**src/rtl/sprite_scan.sv**
```systemverilog
// Per-scanline OAM walker: collects the first SPRITES sprites hitting a row into a slot buffer.
// Optional feature macro SPRITE_OVERFLOW_EN: full-length scan with sticky overflow; otherwise stop early when full.
`ifndef MAX_SPRITES_PER_LINE
`define MAX_SPRITES_PER_LINE 8
`endif

module sprite_scan #(
  parameter int SPRITES     = `MAX_SPRITES_PER_LINE,
  parameter int OAM_ENTRIES = 64,
  parameter int SPRITE_H    = 8
) (
  input  logic                                   clk,
  input  logic                                   rst_n,
  input  logic                                   start,
  input  logic [7:0]                             row,
  output logic [$clog2(OAM_ENTRIES)-1:0]         oam_addr,
  input  logic [31:0]                            oam_data,
  output logic [SPRITES*32-1:0]                  slot_entry,
  output logic [SPRITES*$clog2(SPRITE_H)-1:0]    slot_yoff,
  output logic [SPRITES-1:0]                     slot_valid,
  output logic [$clog2(SPRITES):0]               count,
  output logic                                   overflow,
  output logic                                   busy,
  output logic                                   done
);

  localparam int AW = $clog2(OAM_ENTRIES);
  localparam int YW = $clog2(SPRITE_H);
  localparam int CW = $clog2(SPRITES) + 1;
  localparam int SW = $clog2(SPRITES);
  localparam logic [AW-1:0] LAST_ADDR = AW'(OAM_ENTRIES - 1);
  localparam logic [CW-1:0] FULL      = CW'(SPRITES);
  localparam logic [8:0]    H_LIM     = 9'(SPRITE_H);

  typedef enum logic [1:0] {S_IDLE, S_SCAN, S_FLUSH, S_DONE} state_t;

  state_t              state_q, state_d;
  logic [AW-1:0]       addr_q, addr_d;
  logic [7:0]          row_q, row_d;
  logic                inflight_q, inflight_d;
  logic [CW-1:0]       count_q, count_d;
  logic [SPRITES-1:0]  valid_q, valid_d;
  logic [31:0]         entry_q [SPRITES];
  logic [31:0]         entry_d [SPRITES];
  logic [YW-1:0]       yoff_q [SPRITES];
  logic [YW-1:0]       yoff_d [SPRITES];
  logic                busy_q, busy_d;
  logic                done_q, done_d;
  logic                ovf_q, ovf_d;
  logic [7:0]          dist_s;
  logic                hit_s;

  // Row distance wraps mod 256 so sprites near y=255 reach the top rows.
  assign dist_s = row_q - oam_data[16:9];
  assign hit_s  = inflight_q && ({1'b0, dist_s} < H_LIM);

  // Next-state, slot write and hit evaluation for the word returned this cycle.
  always_comb begin
    state_d    = state_q;
    addr_d     = addr_q;
    row_d      = row_q;
    inflight_d = 1'b0;
    count_d    = count_q;
    valid_d    = valid_q;
    entry_d    = entry_q;
    yoff_d     = yoff_q;
    ovf_d      = ovf_q;

    if (hit_s && (count_q < FULL)) begin
      entry_d[count_q[SW-1:0]] = oam_data;
      yoff_d[count_q[SW-1:0]]  = dist_s[YW-1:0];
      valid_d[count_q[SW-1:0]] = 1'b1;
      count_d                  = count_q + CW'(1'b1);
    end else begin
      ovf_d = ovf_q | hit_s;
    end

    case (state_q)
      S_IDLE: begin
        if (start) begin
          state_d = S_SCAN;
          addr_d  = {AW{1'b0}};
          row_d   = row;
          count_d = {CW{1'b0}};
          valid_d = {SPRITES{1'b0}};
          ovf_d   = 1'b0;
        end else begin
          state_d = S_IDLE;
        end
      end
      S_SCAN: begin
        inflight_d = 1'b1;
        if (addr_q == LAST_ADDR) begin
          state_d = S_FLUSH;
        end else begin
          addr_d = addr_q + AW'(1'b1);
        end
`ifndef SPRITE_OVERFLOW_EN
        // Buffer full: the word still in flight finds no free slot and is dropped.
        if (count_d == FULL) begin
          state_d = S_FLUSH;
        end else begin
          state_d = state_d;
        end
`endif
      end
      S_FLUSH: state_d = S_DONE;
      S_DONE:  state_d = S_IDLE;
      default: state_d = S_IDLE;
    endcase

    busy_d = (state_d != S_IDLE);
    done_d = (state_d == S_DONE);
  end

  // State and output registers.
  always_ff @(posedge clk or negedge rst_n) begin
    if (!rst_n) begin
      state_q    <= S_IDLE;
      addr_q     <= {AW{1'b0}};
      row_q      <= 8'd0;
      inflight_q <= 1'b0;
      count_q    <= {CW{1'b0}};
      valid_q    <= {SPRITES{1'b0}};
      busy_q     <= 1'b0;
      done_q     <= 1'b0;
      ovf_q      <= 1'b0;
      for (int i = 0; i < SPRITES; i++) begin
        entry_q[i] <= 32'd0;
        yoff_q[i]  <= {YW{1'b0}};
      end
    end else begin
      state_q    <= state_d;
      addr_q     <= addr_d;
      row_q      <= row_d;
      inflight_q <= inflight_d;
      count_q    <= count_d;
      valid_q    <= valid_d;
      busy_q     <= busy_d;
      done_q     <= done_d;
      ovf_q      <= ovf_d;
      entry_q    <= entry_d;
      yoff_q     <= yoff_d;
    end
  end

  for (genvar g = 0; g < SPRITES; g++) begin : g_pack
    assign slot_entry[g*32 +: 32] = entry_q[g];
    assign slot_yoff[g*YW +: YW]  = yoff_q[g];
  end

  assign oam_addr   = addr_q;
  assign slot_valid = valid_q;
  assign count      = count_q;
  assign busy       = busy_q;
  assign done       = done_q;
`ifdef SPRITE_OVERFLOW_EN
  assign overflow   = ovf_q;
`else
  assign overflow   = 1'b0;
`endif

endmodule
```
**config.mk**
```make
export PLATFORM = sky130hd
export DESIGN_NAME = sprite_scan
export DESIGN_NICKNAME = d
export VERILOG_FILES = /design/src/rtl/sprite_scan.sv
export SDC_FILE = /design/constraint.sdc
export NUM_CORES = 1
export LEC_CHECK = 0
export CAP_MARGIN = 15
export CORE_MARGIN = 8
export CORE_UTILIZATION = 45
export CTS_CLUSTER_DIAMETER = 40
export CTS_CLUSTER_SIZE = 14
export DETAILED_ROUTE_END_ITERATION = 6
export PLACE_DENSITY = 0.76
export SETUP_SLACK_MARGIN = 0.1
export SLEW_MARGIN = 10
export SYNTH_ARGS = -nofsm -noshare
export SYNTH_HDL_FRONTEND = slang
export SYNTH_SLANG_ARGS = --single-unit
```
**constraint.sdc**
```tcl
create_clock -name clk -period 3.7 [get_ports clk]
set_clock_uncertainty 0.05 [all_clocks]
set_input_delay 0.74 -clock clk [delete_from_list [all_inputs] [get_ports clk]]
set_output_delay 0.74 -clock clk [all_outputs]
set_load 0.02 [all_outputs]
```
==> flow_metrics.env <==
export IMPL_synth_distinct_cells=49
export IMPL_die_h_microns=180
export IMPL_leakage_nw=8.54
export IMPL_hold_violations=0
export IMPL_maxSlewViolCount=0
export IMPL_nets=1278
export IMPL_fill_cells=1937
export IMPL_postRouteAntennaNets=0
export IMPL_initial_core_util=0.452
export IMPL_rsz0062_at_grt="false"
export IMPL_reg2reg_depth=11
export IMPL_mostFrequentLayoutCell="clkdlybuf4s50_1"
export IMPL_dieWidth_microns=180
export IMPL_clockBufferDepth=3
export IMPL_timing_reg2reg_setup_slack_ns=0.60
export IMPL_synth_edf_count=0
export IMPL_grt_pass1_vias=8838
export IMPL_drive_gt1_frac=0.218
export IMPL_syn_inst=832
export IMPL_power_mw=10.8
export IMPL_syn_area_per_cell_sq_um=14.5
export IMPL_wl_microns=35500
export IMPL_syn_nets=885
export IMPL_fin_crit_ns=3.41
export IMPL_timing_fmax_mhz=294
export IMPL_drt_iter0_drc=453
export IMPL_cts_buffers=39
export IMPL_max_stage_delay_ns=0.52
export IMPL_antenna_found_initial=1
export IMPL_cp_num_buf_inv=3
export IMPL_cp_max_fo=20
export IMPL_clk_latency_ns=0.51
export IMPL_hold_path_class="input port to asynchronous set/reset pin"
export IMPL_avgViaCountPerCell=5.19
export IMPL_p_per_area_nw_per_um2=614
export IMPL_ys_ff_latch=311
export IMPL_cts_resized=0
export IMPL_areaGrowthSynthToFinish_pct=46.3
export IMPL_clock_root_buffer="clkbuf_16"
export IMPL_row_count=60
export IMPL_grt_util_met2=0.361
export IMPL_crit_path_cell_trace="clkdlybuf4s50_1 > ha_1 > inv_1 > fa_1 > a21o_1 > a2111oi_2 > o221ai_2 > nor3b_4 > and4_2 > buf_12 > mux2_1"
export IMPL_cap_violations=0
export IMPL_yosysWarnings=0
export IMPL_htree_num_levels=2
export IMPL_gr_usage_all_layers=0.220
export IMPL_syn_area_sq_um=12100
export IMPL_cts_sinks=311
export IMPL_slowest_stage="clkdlybuf4s50_1"
export IMPL_setup_worst_path_class="input port to flop"
export IMPL_max_slew_margin=0.455
export IMPL_cts_hold_buf=0
export IMPL_setup_ws_ns=0.293
export IMPL_drc=0
export IMPL_place_hpwl_microns=25700
export IMPL_core_sq_um=26700
export IMPL_cp_arrival_ns=3.74
export IMPL_wl_per_cell_microns=22.2
export IMPL_cts_setup_buffers=0
export IMPL_cp_required_ns=4.04
export IMPL_crit_path_end_kind="flop"
export IMPL_ir_drop_uv=417
export IMPL_start_kind="input port"
export IMPL_setup_viol=0
export IMPL_gr_total_overflow=0
export IMPL_gp_congestion=0.845
export IMPL_final_cell_mix="clkdlybuf4s50_1, dfrtp_1, mux2_2, mux2_1, nand2_1"
export IMPL_met1_usage=0.262
export IMPL_timing_final_crit_share=0.921
export IMPL_dr_total_vias=8284
export IMPL_tightest_slew_ns=0.817
export IMPL_post_place_ws_ns=-0.221
export IMPL_first_pass_iters=4
export IMPL_synth_seq_area_share=0.646
export IMPL_die_area_sq_um=32300
export IMPL_reg2reg_to="slot_entry[254]"
export IMPL_grt_max_degree=89
export IMPL_io_pins=344
export IMPL_reg2reg_from="row_q[0]"
export IMPL_io_buffers=342
export IMPL_path_delay_family="compound AO/OA/AOI/OAI gates"
export IMPL_cts_tree="built"
export IMPL_synthFlopType="dfrtp_1"
export IMPL_grt_pass1_wl_microns=55300
export IMPL_clk_pin_slew_ns=0.06
export IMPL_outcome="finished clean"
export IMPL_synthArstFlopShare=1.00
export IMPL_grt_busiest_layer="met2"
export IMPL_use_met3=0.0839
## how the worst max path moves through the flow
stage	startpoint	to	slack, ns	cells after the start
2_1_floorplan	oam_data[9]	slot_entry[164]	0.34	11
3_3_place_gp	oam_data[9]	slot_entry[163]	-0.16	11
3_5_place_dp	oam_data[9]	slot_entry[241]	-0.22	11
4_1_cts	oam_data[9]	slot_entry[191]	0.30	11
5_1_grt	oam_data[10]	slot_entry[13]	0.14	14
6_report	oam_data[9]	slot_entry[254]	0.29	11
## per-layer routing
layer  up-vias  share of wire
li1       3704              -
met1      4220           0.40
met2       295           0.48
met3        65          0.089
met4         0          0.032
met5         -              0
## cells in the mapped netlist, types with 7 or more instances
| cell type | number | share of area |
|---|---|---|
| a21oi_1 | 14 | 0.0058 |
| buf_2 | 19 | 0.0079 |
| clkbuf_1 | 10 | 0.0031 |
| dfrtp_1 | 311 | 0.65 |
| ha_1 | 9 | 0.0093 |
| inv_1 | 19 | 0.0059 |
| mux2_1 | 97 | 0.091 |
| mux2_2 | 139 | 0.13 |
| nand2_1 | 73 | 0.023 |
| nor2_1 | 22 | 0.0069 |
| o21ai_0 | 46 | 0.019 |
| xor2_1 | 7 | 0.0051 |
## where the power goes
group	total (mW)	leakage, nW	internal [mW]	switching [mW]
sequential	4.16	4.28	3.86	0.300
clock	3.98	0.682	2.52	1.46
combinational	2.69	3.58	1.24	1.45
total	10.8	8.54	7.62	3.21
## sequential cells by signal, indices dropped and copies added, names as in the netlist
register,flops
oam_addr,6
count,4
state_q,2
busy,1
row_q,8
slot_yoff,24
slot_entry,256
done,1
inflight_q,1
slot_valid,8
## cell type report
| cell class | count | area [sq um] | share of cell area |
|---|---|---|---|
| diodes | 1 | 2.50 | 0.000142 |
| repair buffers | 392 | 3990 | 0.226 |
| clock buffers | 47 | 1080 | 0.0611 |
| flip-flops and latches | 311 | 7780 | 0.441 |
| multi-input cells | 462 | 3960 | 0.225 |
| clock inverters | 24 | 319 | 0.0181 |
| inverters | 19 | 71.3 | 0.00404 |
| well taps | 341 | 427 | 0.0242 |
## through the flow
| step | area, sq um | cells | utilization | setup TNS (ns) | hold slack, ns |
|---|---|---|---|---|---|
| finish | 17600 | 1597 | 0.662 | 0 | 0.177 |
| CTS | 17600 | 1596 | 0.662 | 0 | 0.187 |
| floorplan | 12100 | 832 | - | 0 | 0.394 |
| detailed placement | 16200 | 1525 | 0.609 | -38.50 | 0.420 |
| global placement | 16200 | 1525 | 0.609 | -22.14 | 0.410 |
| global route | 17600 | 1597 | 0.662 | 0 | 0.218 |
## cells by family after synthesis
family,synth area share
fa+ha+maj,0.0110
xor+xnor,0.00581
flops,0.646
mux,0.222
buf+inv,0.0256
simple gates,0.0518
compound gates,0.0376
other cells,0.000311
Note: power is estimated with default switching activity, not from simulation.
